==> src/rtl/iter_div_unit.sv <==
// Multi-cycle restoring divider for RV32M DIV/DIVU/REM/REMU, BITS_PER_CYCLE quotient bits per cycle.
// Optional macro DIV_EARLY_OUT_EN: finish at acceptance when |dividend| < |divisor|.
module iter_div_unit #(
    parameter int XLEN           = 32,
    parameter int BITS_PER_CYCLE = 1
) (
    input  logic            clk_i,
    input  logic            reset_i,
    input  logic            start_i,
    input  logic            flush_i,
    input  logic [2:0]      funct3_i,
    input  logic [XLEN-1:0] dividend_i,
    input  logic [XLEN-1:0] divisor_i,
    input  logic            ack_i,
    output logic            busy_o,
    output logic            valid_o,
    output logic [XLEN-1:0] result_o
);
    localparam int N  = XLEN / BITS_PER_CYCLE;
    localparam int CW = (N > 1) ? $clog2(N) : 1;
    localparam logic [XLEN-1:0] INT_MIN = {1'b1, {(XLEN-1){1'b0}}};

    typedef enum logic [1:0] {IDLE, RUN, DONE} state_t;

    state_t          state_q;
    logic [XLEN-1:0] rem_q, rem_nx;
    logic [XLEN-1:0] dq_q, dq_nx;
    logic [XLEN-1:0] dvs_q;
    logic [CW-1:0]   cnt_q;
    logic            op_rem_q, q_neg_q, r_neg_q, fast_q;

    logic            is_signed, is_rem, div_zero, ovf, early, special, accept;
    logic [XLEN-1:0] abs_a, abs_b, sp_val, fin_q, fin_r;

    assign is_signed = (funct3_i == 3'b100) || (funct3_i == 3'b110);
    assign is_rem    = (funct3_i == 3'b110) || (funct3_i == 3'b111);
    assign abs_a     = (is_signed && dividend_i[XLEN-1]) ? -dividend_i : dividend_i;
    assign abs_b     = (is_signed && divisor_i[XLEN-1])  ? -divisor_i  : divisor_i;
    assign div_zero  = (divisor_i == '0);
    assign ovf       = is_signed && (dividend_i == INT_MIN) && (divisor_i == '1);
`ifdef DIV_EARLY_OUT_EN
    assign early     = !div_zero && (abs_a < abs_b);
`else
    assign early     = 1'b0;
`endif
    assign special   = div_zero || ovf || early;
    assign accept    = start_i && !flush_i &&
                       ((state_q == IDLE) || ((state_q == DONE) && ack_i));

    always_comb begin
        if (div_zero)  sp_val = is_rem ? dividend_i : '1;
        else if (ovf)  sp_val = is_rem ? '0 : dividend_i;
        else           sp_val = is_rem ? dividend_i : '0;
    end

    // Chained restoring steps on an XLEN+1-bit partial remainder, quotient bits shifted in MSB first.
    always_comb begin
        logic [XLEN:0] rw;
        rw    = {1'b0, rem_q};
        dq_nx = dq_q;
        for (int i = 0; i < BITS_PER_CYCLE; i++) begin
            // NOTE: blocking assignments here so each step sees the previous step's result in the same cycle.
            rw    = {rw[XLEN-1:0], dq_nx[XLEN-1]};
            dq_nx = {dq_nx[XLEN-2:0], 1'b0};
            if (rw >= {1'b0, dvs_q}) begin
                rw       = rw - {1'b0, dvs_q};
                dq_nx[0] = 1'b1;
            end
        end
        rem_nx = rw[XLEN-1:0];
    end

    assign fin_q = q_neg_q ? -dq_nx  : dq_nx;
    assign fin_r = r_neg_q ? -rem_nx : rem_nx;

    always_ff @(posedge clk_i or negedge reset_i) begin
        if (!reset_i) begin
            state_q  <= IDLE;
            busy_o   <= 1'b0;
            valid_o  <= 1'b0;
            result_o <= '0;
            rem_q    <= '0;
            dq_q     <= '0;
            dvs_q    <= '0;
            cnt_q    <= '0;
            op_rem_q <= 1'b0;
            q_neg_q  <= 1'b0;
            r_neg_q  <= 1'b0;
            fast_q   <= 1'b0;
        end else if (flush_i) begin
            state_q <= IDLE;
            busy_o  <= 1'b0;
            valid_o <= 1'b0;
            fast_q  <= 1'b0;
        end else if (accept) begin
            busy_o   <= 1'b1;
            op_rem_q <= is_rem;
            q_neg_q  <= is_signed && (dividend_i[XLEN-1] ^ divisor_i[XLEN-1]) && !div_zero;
            r_neg_q  <= is_signed && dividend_i[XLEN-1];
            dvs_q    <= abs_b;
            rem_q    <= '0;
            cnt_q    <= CW'(N - 1);
            if (special && (state_q == IDLE)) begin
                state_q  <= DONE;
                valid_o  <= 1'b1;
                result_o <= sp_val;
                fast_q   <= 1'b0;
            end else if (special) begin
                // Back-to-back special case: one RUN cycle so valid_o visibly drops.
                state_q <= RUN;
                valid_o <= 1'b0;
                dq_q    <= sp_val;
                fast_q  <= 1'b1;
            end else begin
                state_q <= RUN;
                valid_o <= 1'b0;
                dq_q    <= abs_a;
                fast_q  <= 1'b0;
            end
        end else begin
            case (state_q)
                RUN: begin
                    if (fast_q) begin
                        state_q  <= DONE;
                        valid_o  <= 1'b1;
                        result_o <= dq_q;
                        fast_q   <= 1'b0;
                    end else if (cnt_q == '0) begin
                        state_q  <= DONE;
                        valid_o  <= 1'b1;
                        result_o <= op_rem_q ? fin_r : fin_q;
                    end else begin
                        rem_q <= rem_nx;
                        dq_q  <= dq_nx;
                        cnt_q <= cnt_q - CW'(1);
                    end
                end
                DONE: begin
                    if (ack_i) begin
                        state_q <= IDLE;
                        valid_o <= 1'b0;
                        busy_o  <= 1'b0;
                    end
                end
                default: ;
            endcase
        end
    end
endmodule

==> config.mk <==
export PLATFORM = sky130hd
export DESIGN_NAME = iter_div_unit
export DESIGN_NICKNAME = d
export VERILOG_FILES = /design/src/rtl/iter_div_unit.sv
export SDC_FILE = /design/constraint.sdc
export NUM_CORES = 1
export LEC_CHECK = 0
export ABC_AREA = 1
export BUFFER_PORTS_ARGS = -buffer_cell sky130_fd_sc_hd__buf_2
export CAP_MARGIN = 20
export CORE_UTILIZATION = 51
export DETAILED_ROUTE_END_ITERATION = 10
export PLACE_DENSITY_LB_ADDON = 0.2
export SKIP_LAST_GASP = 1
export SLEW_MARGIN = 15
export SYNTH_ARGS = -nofsm -noshare
export SYNTH_HDL_FRONTEND = slang
export SYNTH_SLANG_ARGS = --single-unit
==> constraint.sdc <==
create_clock -name clk_i -period 9 [get_ports clk_i]
set_input_delay 1.8 -clock clk_i [delete_from_list [all_inputs] [get_ports clk_i]]
set_output_delay 1.8 -clock clk_i [all_outputs]
set_load 0.01 [all_outputs]
Yosys cells after proc, flatten, opt, wreduce, memory -nomap -nowiden
Cells that the tools add are included.
Word-level totals
  memory bits (read-only): 0
  register bits after elaboration: 141
  bits in latches: 0
  output and inout port bits: 34
  memories: 0
  RAM bits: 0
  input port bits: 72
Cells by class
  equality and inequality tests: 13
  multiplexer cells: 53
  divide/modulo/power cells: 0
  shifts and indexed selects: 0
  $lt $le $gt $ge: 1
  add/sub/neg operators: 6
  $mul: 0
  reductions and logical operators: 31
  bitwise logic cells: 2
Operator list (number)
  $mux 32: 26
  $neg 32->32: 4
  $eq 32x32->1 const B: 2
  $ge 33x32->1: 1
  $logic_not 32->1: 1
  $sub 32x32->32: 1
  $mux 5: 4
  $mux 1: 15
  $mux 2: 6
  $reduce_bool 3->1: 4
  $logic_and 1x1->1: 10
  $eq 3x3->1 const B: 3
  $reduce_and 4->1: 2
  $logic_not 5->1: 1
  $ne 5x5->1 const B: 1
  $reduce_and 5->1: 1
  $sub 5x1->5 const B: 1
  $logic_or 1x1->1: 4
  $ne 2x1->1 const B: 2
  $ne 2x2->1 const B: 2
  $ne 4x4->1 const B: 1
  $pmux 2 s2: 1
  $reduce_and 2->1: 2
  $reduce_bool 4->1: 1
  other kinds (9): 10

Logic depth before layout (Yosys ltp)
Gate-level depths: netlist (run 1).
  depth in word-level cells: 9
  depth in mapped cells: 31
  depth with buffers taken out: 30

Worst setup path after synthesis (run 1)
Ideal clock, no wire load.
  path type: input-to-reg
  start: input dividend_i[1]
  end: register dq_q[17]
  cell stages on the path: 20
  slack: 4.921 ns
  library setup time: 0.129 ns
  data arrival time: 3.950 ns
  path through: inv_1 ha_1 inv_1 nor3_2 nand3_1 nor3_2 nand2_1 nor2_2 nand2_1 nor2_2 nand2_1 xor2_1 nor2_2 inv_2 buf_2 buf_6 a21oi_1 o22ai_1 o211ai_1 o21ai_1
On the way
  cells in the longest elaborated chain, start to end: 8
  elaborated cells on any way between the ends: 14
RTL lines
  start, declared: RTL line 12  | input logic [XLEN-1:0] dividend_i,
  branches (longest 8 deep; another with $neg 32->32)
  end signal, assigned: RTL line 112  | dq_q <= sp_val;
  end signal, assigned: RTL line 117  | dq_q <= abs_a;
  end signal, assigned: RTL line 134  | dq_q <= dq_nx;
  end, declared: RTL line 27  | logic [XLEN-1:0] dq_q, dq_nx;
Parallel ways; which one is timed is not known. The select of a mux whose other input is x is not followed.
A chain may end at the register's enable or synchronous reset.

Worst setup path in the final report (run 1)
  start: input dividend_i[1]
  end: register dq_q[4]
Same word-level chain as after synthesis.

==> results.ini, run 1 <==
[sta]
fin_crit_ns = 5.52
worst_pin_slew_ns = 1.05
maxSlewViolCount = 0
finClkSkew_ns = 0.0328
grt_setup_unrepaired = no
fmax_mhz = 181
setup_viol = 0
finalCritPeriodShare_pct = 61.3
setup_tns_ns = 0
finalHoldViolCount = 0
setup_slack_ns = 3.48
slew_headroom_pct = 30.0

[cts]
cts_tree = yes
postCtsSetupRepairBufs = 0
ctsResizeCount = 0
cts_buffer_depth = 2
cts_root_buf = clkbuf_16
numCtsBuffers = 17
clk_latency_ns = 0.45
clk_pin_slew_ns = 0.07
htreeDepth = 4
hold_buffers = 0
clkSinkCount = 140

[floorplanning]
start_util_pct = 52.7
die_x_um = 164
fp-row-count = 58
die_y_um = 164
pin_count = 106
coreArea_sq_mm = 0.0255
dieArea_sq_mm = 0.0270

[synthesis]
ys.flop_type = dfrtp_1
synth.cell_area_sq_mm = 0.0134
ys_ff_latch = 140
synth_cell_types = 54
seq_area_frac_synth_pct = 26.1
synth_area_per_cell_sq_um = 6.21
synth_edf_count = 0
yosysWarnings = 0
syn-num-nets = 2276
async_flop_share_pct = 100
syn_inst = 2161

[grt]
grt_max_degree = 107
grt_pass1_wl_um = 71800
grt_pass1_vias = 13289
antenna_found_initial = 0
grtUsageTotal_pct = 34.6
overflow = 0

[finish]
stdcell_count = 2560
final_common_cell = nand2_1
drive_above_1_share_pct = 11.1
mostFrequentLayoutCells = 609 x nand2_1, 284 x inv_1, 190 x nor2_1
fill_cells = 2546
insertedDiodeCount = 0
syn_to_final_growth_pct = 9.46
seq_area_sq_mm = 0.00350
final_nets = 2332
multi_input_comb_area_sq_mm = 0.00842

[critical_path]
crit_path_max_fanout = 47
crit_chain = buf_2 -> inv_1 -> ha_1 -> inv_1 -> nor3_2 -> nand3_1 -> nor3_2 -> inv_1 -> nor4_1 -> nand4_1 -> nand2_1 -> inv_2 -> o21ai_2 -> o21ai_1 -> nand2_2 -> inv_2 -> o211ai_1 -> o21ai_0
cp_common_cell = inv_1
cp.arrival_ns = 5.80
cp_slowest_cell = nand2_1
worst-setup-path-type = in2reg
start_kind = input pin
critPathRequiredTime_ns = 9.28
endpoint_kind = register
worstReg2RegStart = rem_q[22]$_DFFE_PN0P_
cp_slowest_stage_delay_ns = 0.78
startpoint = dividend_i[1]

[placed_design]
dp_hpwl_um = 34700
gp_congestion = 0.968
port_buffers = 105
place_inst = 2528
dp_slack_ns = 3.23

[detailed_routing]
firstDrtPassIters = 6
drtAntennaViolNets = 0
vias = 14755
drt_iter0_markers = 1568
wl_per_cell_um = 17.9
routed_wl_um = 45700
routed_via_density = 5.76
drc = 0

[run]
maxCapViolCount = 0

[min_path]
hp-start = result_o[12]$_DFFE_PN0P_
worst_hold_path_type = reg2reg

[run_status]
status = complete, no violations

==> final cells by class <==
cell class	count	area share (%)
Multi-Input combinational cell	1645	57.3
Tap cell	330	2.81
Clock buffer	18	2.99
Sequential cell	140	23.9
Inverter	296	7.58
Clock inverter	14	1.17
Timing Repair Buffer	117	4.24
==> cells in the mapped netlist (all sizes together) (34+ instances only) <==
master	count	area [sq um]
a21oi	125	626
clkbuf	54	203
dfrtp	140	3500
ha	42	526
inv	295	1110
nand2	636	2490
nand3	144	773
nand4	42	263
nor2	216	903
nor3	34	210
o21ai	198	1020
o22ai	40	250
xor2	52	455
==> critical path, delay by kind of cell <==
family	cells	cell delay (ns)
AO/OA/AOI/OAI	4	0.69
adder cells (fa/ha/maj)	1	0.15
buffers and inverters	6	0.96
AND/OR/NAND/NOR	7	2.16
==> logic make-up (layout without fill, tap and decap cells) <==
logic type | Yosys count | count (layout) | synth area share (%)
AOI/OAI and AO/OA | 427 | 427 | 17.7
DFF | 140 | 140 | 26.1
and+or+nand+nor | 1102 | 1102 | 36.1
adders and majority gates | 43 | 43 | 4.07
buffers and inverters | 376 | 445 | 11.2
xor gates and xnor gates | 73 | 73 | 4.77
==> metrics by stage <==
step | hold slack [ns] | area (sq um) | utilization, %
5_1_grt | 0.492 | 14700 | 57.6
2_1_floorplan | 0.453 | 13400 | -
4_1_cts | 0.479 | 14700 | 57.6
3_5_place_dp | 0.460 | 14100 | 55.2
6_report | 0.474 | 14700 | 57.6
3_3_place_gp | 0.458 | 14100 | 55.2
==> path summary, 6_finish.rpt <==
check                                                end  slack, ns  cells past startpoint
worst max-delay path                 dq_q[4]$_DFFE_PN0P_       3.48                     18
worst min-delay path            result_o[12]$_DFFE_PN0P_       0.47                      2
worst max register to register  result_o[28]$_DFFE_PN0P_       3.60                     27
worst min register to register  result_o[12]$_DFFE_PN0P_       0.47                      2
max in group asynchronous            r_neg_q$_DFFE_PN0P_       6.23                      2
min in group asynchronous          dvs_q[19]$_DFFE_PN0P_       1.39                      1
==> layer usage <==
metal / track usage, % / routed length, um / vias to the layer above / part of all wire, %
li1: - / - / 7141 / -
met1: 49.8 / 20900 / 6857 / 46
met2: 52.4 / 19800 / 693 / 43
met3: 6.52 / 4140 / 64 / 9.0
met4: 9.47 / 896 / 0 / 2.0
met5: 0 / 0 / - / 0
==> registers in the layout, summed over array words and instances, names as in the netlist <==
signal,count
dvs_q,32
busy_o,1
q_neg_q,1
valid_o,1
rem_q,32
r_neg_q,1
result_o,32
cnt_q,5
dq_q,32
state_q,1
fast_q,1
op_rem_q,1
Power of run 1 is left out: the tool's default activity adds up to more than one toggle a clock period on the data nets, which glitch-free logic cannot reach.
==> run 2: changes to the inputs <==
- clock period: 9 -> 4.8 ns (I/O delays scaled with it)
==> results.ini, run 2 (synthesis gave the netlist of run 1 again) <==
[sta]
slew_headroom_pct = 34.9  ; +4.9 points
fmax_mhz = 229
setup_tns_ns = 0  ; unchanged
finClkSkew_ns = 0.0126  ; -0.0202 ns
finalCritPeriodShare_pct = 91.1
maxSlewViolCount = 0  ; unchanged
grt_setup_unrepaired = no
worst_pin_slew_ns = 0.977  ; -0.0706 ns
finalHoldViolCount = 0  ; unchanged
fin_crit_ns = 4.37
setup_viol = 0  ; unchanged

[grt]
antenna_found_initial = 1  ; +1
grtUsageTotal_pct = 36.1  ; +1.5 points
grt_pass1_wl_um = 74000  ; +3.1%
grt_pass1_vias = 13286  ; -0.023%
grt_max_degree = 81  ; -24%
overflow = 0  ; unchanged

[floorplanning]
die_x_um = 164  ; unchanged
dieArea_sq_mm = 0.0270  ; unchanged
coreArea_sq_mm = 0.0255  ; unchanged
fp-row-count = 58  ; unchanged
start_util_pct = 52.7  ; unchanged
die_y_um = 164  ; unchanged
pin_count = 106  ; unchanged

[detailed_routing]
vias = 14820  ; +0.44%
drtAntennaViolNets = 0  ; unchanged
drc = 0  ; unchanged
routed_via_density = 5.76  ; about the same
drt_iter0_markers = 1834  ; +17%
wl_per_cell_um = 18.7  ; +4.5%
firstDrtPassIters = 6  ; unchanged
routed_wl_um = 48000  ; +4.9%

[critical_path]
start_kind = input pin
critPathRequiredTime_ns = 5.08  ; -4.20 ns
crit_path_max_fanout = 47  ; unchanged
endpoint_kind = register
cp.arrival_ns = 4.66  ; -1.14 ns
worst-setup-path-type = in2reg

[cts]
clkSinkCount = 140  ; unchanged
clk_latency_ns = 0.45  ; about the same
cts_root_buf = clkbuf_16
cts_buffer_depth = 2  ; unchanged
cts_tree = yes
htreeDepth = 4  ; unchanged
clk_pin_slew_ns = 0.07  ; about the same
numCtsBuffers = 17  ; unchanged
hold_buffers = 0  ; unchanged

[finish]
mostFrequentLayoutCells = 610 x nand2_1, 284 x inv_1, 190 x nor2_1
final_common_cell = nand2_1
final_nets = 2343  ; +0.47%
stdcell_count = 2571  ; +0.43%
drive_above_1_share_pct = 11.5  ; +0.39 points
insertedDiodeCount = 0  ; unchanged
syn_to_final_growth_pct = 9.98

[placed_design]
dp_hpwl_um = 36400  ; +4.8%
place_inst = 2539  ; +0.44%
port_buffers = 105  ; unchanged
gp_congestion = 1.02  ; +5.7%

[run]
maxCapViolCount = 0  ; unchanged

[run_status]
status = complete, no violations

[min_path]
worst_hold_path_type = reg2reg

==> run 2: cell types whose count changed in the layout (fill, tap and decap cells not counted), sizes merged <==
cell      previous run  this run
bufinv               2         1
buf                117       128
inv                305       303
clkinvlp             0         3
==> run 2: area by class of cell <==
cell class / count / area [sq um]
Clock buffer: 18 / 429
Sequential cell: 140 / 3500
Clock inverter: 14 / 155
Inverter: 296 / 1110
Timing Repair Buffer: 128 / 717
Fill cell: 2582 / 10700
Multi-Input combinational cell: 1645 / 8420
Tap cell: 330 / 413
==> run 2: stage by stage <==
stage	hold WS, ns	instance area, sq um	utilization (%)	setup WS, ns
finish	0.474	14800	57.9	0.425
global placement	0.456	14200	55.6	0.158
floorplan	0.453	13400	-	1.06
detailed placement	0.460	14200	55.6	0.126
global route	0.495	14800	57.9	0.0905
CTS	0.479	14700	57.9	0.454
==> run 2: critical path, cell delays in order <==
cell and delay (ns):
buf_2 0.12, inv_1 0.09, ha_1 0.14, inv_1 0.05, nor3_2 0.14, nand3_1 0.14, nor3_2 0.19, inv_1 0.13
nor4_1 0.67, nand4_1 0.21, nand2_1 0.22, inv_2 0.11, o21ai_2 0.21, o21ai_1 0.11, nand2_2 0.33, inv_2 0.41
o211ai_1 0.23, o21ai_0 0.14
==> run 2: what timing repair did <==
action / 4_1_cts / 5_1_grt
gates resized for setup: 0 / 1
setup endpoints to repair: 0 / 1
setup buffers: 0 / 0
==> run 2: path summary, 6_finish.rpt <==
kind,from,endpoint,slack [ns],cells after the start
max reg2reg,rem_q[7]$_DFFE_PN0P_,result_o[28]$_DFFE_PN0P_,0.47,28
min reg2reg,result_o[9]$_DFFE_PN0P_,result_o[9]$_DFFE_PN0P_,0.47,2
max in group asynchronous,reset_i,dvs_q[5]$_DFFE_PN0P_,3.36,2
min,result_o[9]$_DFFE_PN0P_,result_o[9]$_DFFE_PN0P_,0.47,2
min in group asynchronous,reset_i,dvs_q[20]$_DFFE_PN0P_,0.56,1
max,dividend_i[1],dq_q[7]$_DFFE_PN0P_,0.43,18
==> run 2: layer usage <==
metal	GRT usage (%)	wire length, um
met2	52.4	20000
met4	12.1	1320
met1	52.9	21800
met5	0	0
met3	6.79	4880
Power of run 2 is left out for the same reason.
==> run 3: changes to the inputs <==
--- a/config.mk
+++ b/config.mk
@@ -12,4 +12,5 @@
 export DETAILED_ROUTE_END_ITERATION = 10
 export PLACE_DENSITY_LB_ADDON = 0.2
+export RECOVER_POWER = 25
 export SKIP_LAST_GASP = 1
 export SLEW_MARGIN = 15
==> constraint.sdc (replaced) <==
create_clock -name clk_i -period 4.8 [get_ports clk_i]
set_input_delay 0.24 -clock clk_i [delete_from_list [all_inputs] [get_ports clk_i]]
set_output_delay 0.24 -clock clk_i [all_outputs]
set_load 0.01 [all_outputs]
==> results.ini, run 3 (synthesis gave the netlist of run 1 again) <==
[run_status]
status = finished, violations left
violations = max-capacitance violations, max-slew violations

[floorplanning]
die_x_um = 164  ; unchanged
die_y_um = 164  ; unchanged
pin_count = 106  ; unchanged
start_util_pct = 52.7  ; unchanged
fp-row-count = 58  ; unchanged
dieArea_sq_mm = 0.0270  ; unchanged
coreArea_sq_mm = 0.0255  ; unchanged

[finish]
mostFrequentLayoutCells = 609 x nand2_1, 284 x inv_1, 190 x nor2_1
insertedDiodeCount = 0  ; unchanged
drive_above_1_share_pct = 10.0  ; -1.4 points
fill_cells = 2628  ; +1.8%
syn_to_final_growth_pct = 10.1  ; about the same
final_nets = 2345  ; +0.085%
final_common_cell = nand2_1

[grt]
grt_pass1_vias = 13574  ; +2.2%
grt_pass1_wl_um = 75600  ; +2.0%
grt_max_degree = 96  ; +19%
grtUsageTotal_pct = 36.8  ; +0.74 points
overflow = 0  ; unchanged
antenna_found_initial = 1  ; unchanged

[critical_path]
cp_slowest_stage_delay_ns = 0.41  ; -0.26 ns
start_kind = register
cp_slowest_cell = dfrtp_1
endpoint_kind = register
cp_common_cell = nand2_1
worstReg2RegStart = rem_q[15]$_DFFE_PN0P_
cp.arrival_ns = 4.70  ; +0.04 ns
r2r-end = result_o[28]$_DFFE_PN0P_
worst-setup-path-type = reg2reg
r2r_cells = 28  ; unchanged
critPathRequiredTime_ns = 5.13  ; +0.05 ns
r2r_slack_ns = 0.43  ; -0.04 ns
crit_path_max_fanout = 5  ; -89%

[sta]
worst_pin_slew_ns = 2.08  ; +1.10 ns
fmax_mhz = 229  ; +0.16%
fin_crit_ns = 4.37  ; -0.00698 ns
finalHoldViolCount = 0  ; unchanged
grt_setup_unrepaired = no
maxSlewViolCount = 32  ; +32
setup_tns_ns = 0  ; unchanged
setup_viol = 0  ; unchanged
slew_headroom_pct = -38.5  ; -73 points
finClkSkew_ns = 0.0146  ; +0.00199 ns
finalCritPeriodShare_pct = 91.0  ; -0.15 points

[cts]
cts_tree = yes
cts_root_buf = clkbuf_16
cts_buffer_depth = 2  ; unchanged
numCtsBuffers = 17  ; unchanged
clk_latency_ns = 0.45  ; about the same
htreeDepth = 4  ; unchanged
clkSinkCount = 140  ; unchanged
clk_pin_slew_ns = 0.07  ; about the same

[placed_design]
dp_hpwl_um = 36700  ; +0.98%
gp_congestion = 1.01  ; -1.2%
port_buffers = 105  ; unchanged

[detailed_routing]
firstDrtPassIters = 6  ; unchanged
vias = 14899  ; +0.53%
wl_per_cell_um = 18.8  ; +0.80%
routed_via_density = 5.79  ; +0.45%
routed_wl_um = 48400  ; +0.88%
drtAntennaViolNets = 0  ; unchanged
drt_iter0_markers = 1670  ; -8.9%
drc = 0  ; unchanged

[min_path]
hp-start = flush_i
worst_hold_path_type = in2reg
whs_path_depth = 2  ; unchanged
min_to = busy_o$_DFFE_PN0P_

[run]
maxCapViolCount = 1  ; +1

## run 3: cell types whose count changed in the layout (fill, tap and decap cells not counted), moves of 2 or more
cell	delta
buf_2	-33
bufinv_16	+2
inv_8	-2
inv_6	+2
clkbuf_1	+34
## run 3: area by class of cell
class                      instances  area, sq um  share of cell area [%]
clock buffer                      19          443                    3.00
clock inverter                    13          178                    1.20
inverter                         296         1110                    7.54
multi-input combinational       1645         8430                    57.1
sequential                       140         3500                    23.7
tap                              330          413                    2.80
timing repair buffer             130          683                    4.63
## run 3: how the worst max path moves through the flow
stage                          endpoint  slack, ns  depth (start not counted)                   from
2_1_floorplan  result_o[28]$_DFFE_PN0P_       1.06                         29   rem_q[6]$_DFFE_PN0P_
6_report       result_o[28]$_DFFE_PN0P_       0.43                         28  rem_q[15]$_DFFE_PN0P_
5_1_grt        result_o[28]$_DFFE_PN0P_       0.02                         28  rem_q[15]$_DFFE_PN0P_
3_3_place_gp   result_o[28]$_DFFE_PN0P_       0.53                         28  rem_q[15]$_DFFE_PN0P_
4_1_cts        result_o[28]$_DFFE_PN0P_       0.36                         28  rem_q[15]$_DFFE_PN0P_
3_5_place_dp   result_o[28]$_DFFE_PN0P_       0.41                         28  rem_q[15]$_DFFE_PN0P_
## run 3: per-stage QoR
stage | utilization (%) | area, sq um | hold slack (ns) | setup WS, ns | std cells
final | 58.0 | 14800 | 0.0629 | 0.432 | 2573
after global routing | 58.0 | 14800 | 0.0778 | 0.0240 | 2573
after CTS | 58.1 | 14800 | 0.0615 | 0.360 | 2572
after detailed placement | 55.6 | 14200 | 0.157 | 0.405 | 2539
after global placement | 55.6 | 14200 | 0.154 | 0.531 | 2539
after floorplan | - | 13400 | -0.0556 | 1.06 | 2161
## run 3: metal layers
layer | track usage, % | up-vias | wire length [um]
met1 | 53.4 | 6907 | 22000
met5 | 0 | - | 0
met3 | 9.12 | 94 | 5060
met2 | 52.5 | 723 | 19800
li1 | - | 7175 | -
met4 | 12.5 | 0 | 1500
## run 3: critical path, delay by kind of cell (launching register included)
kind / cells / cell delay [ns]
adders and majority gates: 2 / 0.61
and+or+nand+nor: 19 / 2.43
buffers and inverters: 4 / 0.27
DFF: 1 / 0.41
AOI/OAI and AO/OA: 3 / 0.55
## run 3: repair_timing
action	in CTS	in global routing
resized for setup	0	4
endpoints found under the setup margin	0	2
hold buffers	1	0
endpoints found under the hold margin	29	0
setup buffers	0	1
Power of run 3 is left out for the same reason.
